`src/rtl/alu_share_arbiter.sv`:
```
// alu_share_arbiter: shares one ALU datapath between NREQ requesters.
// Round-robin arbitration in IDLE, registered operands to the ALU, a fixed
// LAT-cycle wait in EXEC, then the captured result is offered on a
// valid/ready response channel tagged with the owning requester ID.
//
// Ports:
//   clk, rst              clock (rising edge), synchronous active-high reset
//   req_valid/req_ready   per-requester handshake (ready is one-hot or zero)
//   req_op/req_a/req_b    packed per-requester opcode and operands
//   alu_op/alu_a/alu_b    registered ALU inputs, held from accept to next accept
//   alu_res               ALU result, valid LAT cycles after the alu_* inputs
//   rsp_valid/rsp_ready   response handshake
//   rsp_id/rsp_data       owner of the response and the captured result
//   busy                  high whenever a transaction is in flight
module alu_share_arbiter #(
  parameter int unsigned NREQ = 4,
  parameter int unsigned W    = 32,
  parameter int unsigned OPW  = 3,
  parameter int unsigned LAT  = 1
) (
  input  logic                    clk,
  input  logic                    rst,
  input  logic [NREQ-1:0]         req_valid,
  output logic [NREQ-1:0]         req_ready,
  input  logic [NREQ*OPW-1:0]     req_op,
  input  logic [NREQ*W-1:0]       req_a,
  input  logic [NREQ*W-1:0]       req_b,
  output logic [OPW-1:0]          alu_op,
  output logic [W-1:0]            alu_a,
  output logic [W-1:0]            alu_b,
  input  logic [W-1:0]            alu_res,
  output logic                    rsp_valid,
  input  logic                    rsp_ready,
  output logic [$clog2(NREQ)-1:0] rsp_id,
  output logic [W-1:0]            rsp_data,
  output logic                    busy
);

  localparam int unsigned IDW = $clog2(NREQ);

  localparam logic [1:0] StIdle = 2'd0;
  localparam logic [1:0] StExec = 2'd1;
  localparam logic [1:0] StResp = 2'd2;

  localparam logic [2:0] LatC = 3'(LAT);

  logic [1:0]     state_q, state_d;
  logic [2:0]     cnt_q, cnt_d;
  logic [IDW-1:0] last_grant_q, last_grant_d;
  logic [OPW-1:0] alu_op_q, alu_op_d;
  logic [W-1:0]   alu_a_q, alu_a_d;
  logic [W-1:0]   alu_b_q, alu_b_d;
  logic [IDW-1:0] rsp_id_q, rsp_id_d;
  logic [W-1:0]   rsp_data_q, rsp_data_d;

  logic           grant_found;
  logic [IDW-1:0] grant_idx;
  logic [IDW-1:0] cand;

  // Round-robin search starting just after the last grant.
  always_comb begin
    grant_found = 1'b0;
    grant_idx   = '0;
    cand        = '0;
    for (int unsigned k = 1; k <= NREQ; k++) begin
      cand = IDW'((32'(last_grant_q) + k) % NREQ);
      if (!grant_found && req_valid[cand]) begin
        grant_found = 1'b1;
        grant_idx   = cand;
      end
    end
  end

  // Grants are offered only in IDLE and never while reset is asserted.
  always_comb begin
    req_ready = '0;
    if (state_q == StIdle && !rst && grant_found) begin
      req_ready[grant_idx] = 1'b1;
    end
  end

  always_comb begin
    state_d      = state_q;
    cnt_d        = cnt_q;
    last_grant_d = last_grant_q;
    alu_op_d     = alu_op_q;
    alu_a_d      = alu_a_q;
    alu_b_d      = alu_b_q;
    rsp_id_d     = rsp_id_q;
    rsp_data_d   = rsp_data_q;
    case (state_q)
      StIdle: begin
        if (grant_found) begin
          alu_op_d     = req_op[32'(grant_idx) * OPW +: OPW];
          alu_a_d      = req_a[32'(grant_idx) * W +: W];
          alu_b_d      = req_b[32'(grant_idx) * W +: W];
          rsp_id_d     = grant_idx;
          last_grant_d = grant_idx;
          cnt_d        = LatC;
          state_d      = StExec;
        end
      end
      StExec: begin
        // Counter runs LAT..0, giving LAT+1 EXEC cycles; capture on the zero cycle.
        if (cnt_q != 3'd0) begin
          cnt_d = cnt_q - 3'd1;
        end else begin
          rsp_data_d = alu_res;
          state_d    = StResp;
        end
      end
      StResp: begin
        if (rsp_ready) begin
          state_d = StIdle;
        end
      end
      default: begin
        state_d = StIdle;
      end
    endcase
  end

  always_ff @(posedge clk) begin
    if (rst) begin
      state_q      <= StIdle;
      cnt_q        <= 3'd0;
      last_grant_q <= IDW'(NREQ - 1);
      alu_op_q     <= '0;
      alu_a_q      <= '0;
      alu_b_q      <= '0;
      rsp_id_q     <= '0;
      rsp_data_q   <= '0;
    end else begin
      state_q      <= state_d;
      cnt_q        <= cnt_d;
      last_grant_q <= last_grant_d;
      alu_op_q     <= alu_op_d;
      alu_a_q      <= alu_a_d;
      alu_b_q      <= alu_b_d;
      rsp_id_q     <= rsp_id_d;
      rsp_data_q   <= rsp_data_d;
    end
  end

  assign alu_op    = alu_op_q;
  assign alu_a     = alu_a_q;
  assign alu_b     = alu_b_q;
  assign rsp_id    = rsp_id_q;
  assign rsp_data  = rsp_data_q;
  assign rsp_valid = (state_q == StResp);
  assign busy      = (state_q != StIdle);

endmodule

```
`config.mk`:
```
export PLATFORM = sky130hd
export DESIGN_NAME = alu_share_arbiter
export DESIGN_NICKNAME = d
export VERILOG_FILES = /design/src/rtl/alu_share_arbiter.sv
export SDC_FILE = /design/constraint.sdc
export NUM_CORES = 1
export LEC_CHECK = 0
export ABC_CLOCK_PERIOD_IN_PS = 2400
export CORE_AREA = 2 2 161 163
export CTS_CLUSTER_SIZE = 14
export DETAILED_ROUTE_END_ITERATION = 6
export DIE_AREA = 0 0 163 165
export PLACE_DENSITY_LB_ADDON = 0.15
export SYNTH_ARGS = -nofsm -noshare
export SYNTH_HDL_FRONTEND = slang
export SYNTH_SLANG_ARGS = --single-unit
```
`constraint.sdc`:
```
create_clock -name clk -period 2.4 [get_ports clk]
set_input_delay 0.48 -clock clk [delete_from_list [all_inputs] [get_ports clk]]
set_output_delay 0.48 -clock clk [all_outputs]
set_load 0.05 [all_outputs]
```
## Yosys cells after proc, flatten, opt, wreduce, memory -nomap -nowiden

Cells that the tools add are included.
W data, S select, Z words.

- Add/subtract/negate cells: 5
- Multiply operators: 1
- $lt $le $gt $ge: 6
- Equal/unequal tests: 6
- Shift operators: 3
- Mux-type cells: 26
- Bitwise operators: 1
- Reductions and logical operators: 18

Operators by type and width:

| cell | number |
|---|---|
| $shiftx A128 B8 Y32 | 2 |
| $lt A2 B3 Y1 const B | 5 |
| $mux W2 | 7 |
| $shiftx A12 B5 Y3 | 1 |
| $mux W1 | 9 |
| $bmux W1 S2 | 4 |
| $logic_and A1 B1 Y1 | 6 |
| $mux W3 | 2 |
| $ne A2 B2 Y1 const B | 3 |
| $pmux W2 S3 | 1 |
| $pmux W3 S2 | 1 |
| $reduce_and A3 Y1 | 2 |
| $add A2 B1 Y2 const B | 2 |
| $add A2 B2 Y2 const B | 2 |
| $logic_not A1 Y1 | 4 |
| $mul A2 B2 Y4 const B | 1 |
| $mux W4 | 1 |
| $reduce_and A2 Y1 | 2 |
| $reduce_bool A2 Y1 | 2 |
| $reduce_bool A3 Y1 | 1 |
| $sub A3 B1 Y3 const B | 1 |
| $demux W1 S2 | 1 |
| $eq A2 B1 Y1 const B | 1 |
| $eq A2 B2 Y1 const B | 1 |
| 4 further kinds | 4 |

- Bits in registers: 108
- Input bits: 307

## Depth between registers and ports, before layout

Gate-level depths: netlist (run 1).

- Depth in word-level cells: 18
- Depth in mapped cells: 8

## Worst setup path after synthesis (run 1)

OpenSTA, ideal clock, no wires.

- Kind: input to output
- Start point: input req_valid[2]
- End point: output req_ready[1]
- Data arrival time: 2.465 ns
- Required time: 1.920 ns
- Setup slack: -0.545 ns
- Stages on the path: 7
- Cells stage by stage: nand2b_1 > a21oi_1 > nor3_1 > buf_2 > buf_4 > buf_2 > nor3_1

- Word-level cells in the longest chain between the ends: 17
- Elaborated cells between the ends (all ways): 29
- Classes of those cells: order compare: 2; mux: 19; reduce/logical: 8

RTL lines:

| what | RTL line | RTL |
|---|---|---|
| start, declared | 23 | `input logic [NREQ-1:0] req_valid,` |
| $bmux W1 S2 | 67 | `if (!grant_found && req_valid[cand]) begin` |
| $mux W1 (implied by the code) | 67 |  |
| $mux W1 | 67 |  |
| $logic_not A1 Y1 | 67 |  |
| $logic_and A1 B1 Y1 | 67 |  |
| $mux W1 | 67 |  |
| $logic_not A1 Y1 | 67 |  |
| $logic_and A1 B1 Y1 | 67 |  |
| $mux W1 | 67 |  |
| $logic_not A1 Y1 | 67 |  |
| $logic_and A1 B1 Y1 | 67 |  |
| $mux W2 | 67 |  |
| $lt A2 B3 Y1 (implied by the code) / $ge A2 B1 Y1 (equally long branches) | 78 | `req_ready[grant_idx] = 1'b1;` |
| $logic_and A1 B1 Y1 (implied by the code) | 78 |  |
| $mux W1 (implied by the code) | 78 |  |
| $demux W1 S2 | 78 |  |
| $mux W4 (*) | 77 | `if (state_q == StIdle && !rst && grant_found) begin` |
| end, declared | 24 | `output logic [NREQ-1:0] req_ready,` |

Every way passes the cells marked *; elsewhere a longest branch is shown, timed or not. The select of a mux whose other input is x is not followed.

## Worst setup path in the final report (run 1)

- Start point: input req_valid[0]
- End point: output req_ready[1]

Same word-level chain as after synthesis.

==> out/metrics.cfg, run 1 <==
[finish]
area_growth_pct = 88.4
final_area_um2 = 11100
nNetsFinal = 1340
instances_no_fill = 1368
drive_gt1_frac = 0.113

[die]
die_h_um = 165
die-area_um2 = 26900
ioPinCount = 414
num_rows = 58
die_x_um = 163
core-area_um2 = 25000
initial_core_util = 0.235

[global_routing]
grt_pass1_vias = 6400
grt_max_degree = 99
grt_pass1_wl_um = 37300
grt_usage = 0.179
antenna_found_initial = 2
overflow = 0

[drt]
drtIter0Drc = 226
vias_per_cell = 4.65
routedWlPerCell_um = 18.7
routed_wl_um = 25500
vias = 6367
drc = 0
drtAntennaViolNets = 0
firstDrtPassIters = 4

[critical_path]
worstPathArrival_ns = 1.83
crit_path_max_fanout = 3
critPathTopFamily = buffers and inverters
worstPathCellList = dlygate4sd2_1, buf_4, nor2_1, o21a_1, nor3_4, buf_4, nor3_4, buf_12
start_kind = input pin
crit_path_end_kind = output pin
worstPathBufferInverterCount = 4
critPathMaxStageDelay_ns = 0.26
critPathKind = in2out
cp_slowest_cell = dlygate4sd2_1
worstPathRequired_ns = 1.92

[power]
cellPowerDensity_nw_per_um2 = 800
seq_power_share = 0.271
swShare = 0.440
intPower_mw = 4.96
pwr-share-clk = 0.174
ir_worst_vdd_v = 0.000302
power_leakage_nw = 4.48
p_sw_mw = 3.89
pwr-share-comb = 0.555

[sta]
hold_violations = 0
relSlewSlack = 0.567
skew_ns = 0.0123
rsz0062_at_grt = no
final-setup-viol-count = 0
fin_crit_sh = 0.961
maxSlewViolCount = 0
holdWs_ns = 0.456
setup-tns-final_ns = 0
fin_crit_ns = 2.31
worstMarginPinSlew_ns = 0.647
fmax_mhz = 434

[synthesis]
yosys-top-cells-area = dfxtp_1 (37%), mux2i_1 (21%), o21bai_1 (7.4%), a221oi_1 (5.5%), a221oi_2 (5.1%)
seq_area_frac_synth = 0.368
avgSynthCellArea_um2 = 9.55
syn_inst = 615
synth.ff_latch_count = 108
synth_edf_count = 0
netlist_top_cells_count = mux2i_1 (124), dfxtp_1 (108), nand2_1 (78), o21bai_1 (58), a221oi_1 (37)
synth-async-reset-ratio = 0
yosysTopAreaCellShare = 0.368
synth_area_um2 = 5870
yosysMostFrequentCell = mux2i_1
synth_largest_area_cell = dfxtp_1
ys.flop_type = dfxtp_1
synthDistinctLibCells = 39
syn_nets = 924
synth_warnings = 0

[placed_design]
hpwl_um = 19200
gp_congestion = 0.769
place_inst = 1342
placed_cell_area_um2 = 10700
io_buffer_count = 413

[clock_network]
cts_htree_levels = 3
holdBufCountCts = 0
cts_buffers = 9
cts.sinks = 108
clkLatencyLatePin_ns = 0.36
cts_tree = done
cts.path.max_buffers = 2
cts_root_buffer = clkbuf_16
clk_pin_slew_ns = 0.08

[job]
cap_violations = 0

[status]
status = finished clean

[worst_hold_path]
min_path_type = reg2reg

==> flip-flops by register name, indices dropped and copies added (netlist names) <==
signal / cells
alu_a: 32
alu_b: 32
alu_op: 3
cnt_q: 3
last_grant_q: 2
rsp_data: 32
rsp_id: 2
state_q: 2
==> routing by layer <==
layer | global-route usage | wire, um | vias to the layer above
met5 | 0 | 0 | -
met4 | 0.0551 | 535 | 0
met3 | 0.0580 | 2230 | 30
met2 | 0.314 | 12500 | 262
met1 | 0.208 | 10200 | 2930
li1 | - | - | 3145
==> worst register-to-register path: cells and delay by family (launching register included) <==
| family | cells | cell delay (ns) |
|---|---|---|
| simple gates | 2 | 0.28 |
| compound gates | 2 | 0.57 |
| buf+inv | 3 | 0.55 |
| flops | 1 | 0.39 |
| mux | 1 | 0.12 |
==> layout by cell type (no fill, tap or decap), types with 9 or more instances in the layout <==
cell / Yosys / routed
a211o_1: 11 / 11
a21oi_1: 35 / 34
a221oi_1: 37 / 37
a221oi_2: 20 / 20
buf_12: 0 / 13
buf_4: 2 / 47
clkbuf_16: 0 / 9
clkdlybuf4s50_1: 0 / 402
dfxtp_1: 108 / 107
mux2i_1: 124 / 124
nand2_1: 78 / 77
nand4_1: 10 / 10
o211ai_1: 10 / 10
o21bai_1: 58 / 58
o31ai_1: 10 / 10
==> cell type report <==
| class | count | area (um^2) |
|---|---|---|
| Fill cell | 2509 | 14000 |
| Timing Repair Buffer | 467 | 4680 |
| Multi-Input combinational cell | 443 | 3500 |
| Sequential cell | 108 | 2160 |
| Tap cell | 330 | 413 |
| Clock buffer | 9 | 225 |
| Clock inverter | 7 | 68.8 |
| Inverter | 2 | 7.51 |
| Antenna cell | 2 | 5.00 |
==> power by group through the flow <==
stage               logic [mW]  clock network, mW  registers, mW
detailed placement        4.91                  0           2.44
floorplan                 1.69                  0           3.69
finish                    4.91               1.54           2.40
global placement          4.90                  0           2.44
global route              5.21               1.67           2.46
CTS                       4.98               1.63           2.40
==> metrics by stage <==
stage               setup slack [ns]  utilization  total power [mW]
finish                        0.0937        0.442              8.85
floorplan                     0.0647            -              5.38
detailed placement            -0.270        0.425              7.35
global placement              -0.268        0.425              7.34
CTS                           0.0200        0.442              9.01
global route                  0.0175        0.442              9.33
==> cell families (layout without fill, tap and decap cells) <==
family / after synthesis / after routing / synth area share
buf+inv: 64 / 485 / 0.0524
xor+xnor: 1 / 1 / 0.00149
compound gates: 189 / 189 / 0.261
simple gates: 127 / 127 / 0.101
mux: 124 / 124 / 0.211
other cells: 0 / 2 / 0
fa+ha+maj: 2 / 2 / 0.00426
flops: 108 / 108 / 0.368
==> worst paths after layout <==
| path | startpoint | to | slack (ns) | cells after the start |
|---|---|---|---|---|
| setup / recovery | req_valid[0] | req_ready[1] | 0.09 | 8 |
| hold / removal | rsp_data[19] | rsp_data[19] | 0.46 | 2 |
| setup reg to reg | last_grant_q[0] | alu_b[19] | 0.39 | 8 |
| hold reg to reg | rsp_data[19] | rsp_data[19] | 0.46 | 2 |
==> timing repair <==
item                                    CTS  global route
endpoints found under the setup margin    4             4
resized for setup                        20             2
buffers inserted                          9             0
pin swaps                                 7             0
Power figures use the tool's default switching activity.
==> run 2, diff against run 1 <==
- CAP_MARGIN: unset -> 20
==> results of run 2 <==
The final DEF is identical to that of run 1; final timing and power are the same.
==> run 3, diff against run 2 <==
- ABC_CLOCK_PERIOD_IN_PS: 2400 -> unset
==> results of run 3 <==
The final DEF is identical to that of run 1; final timing and power are the same.
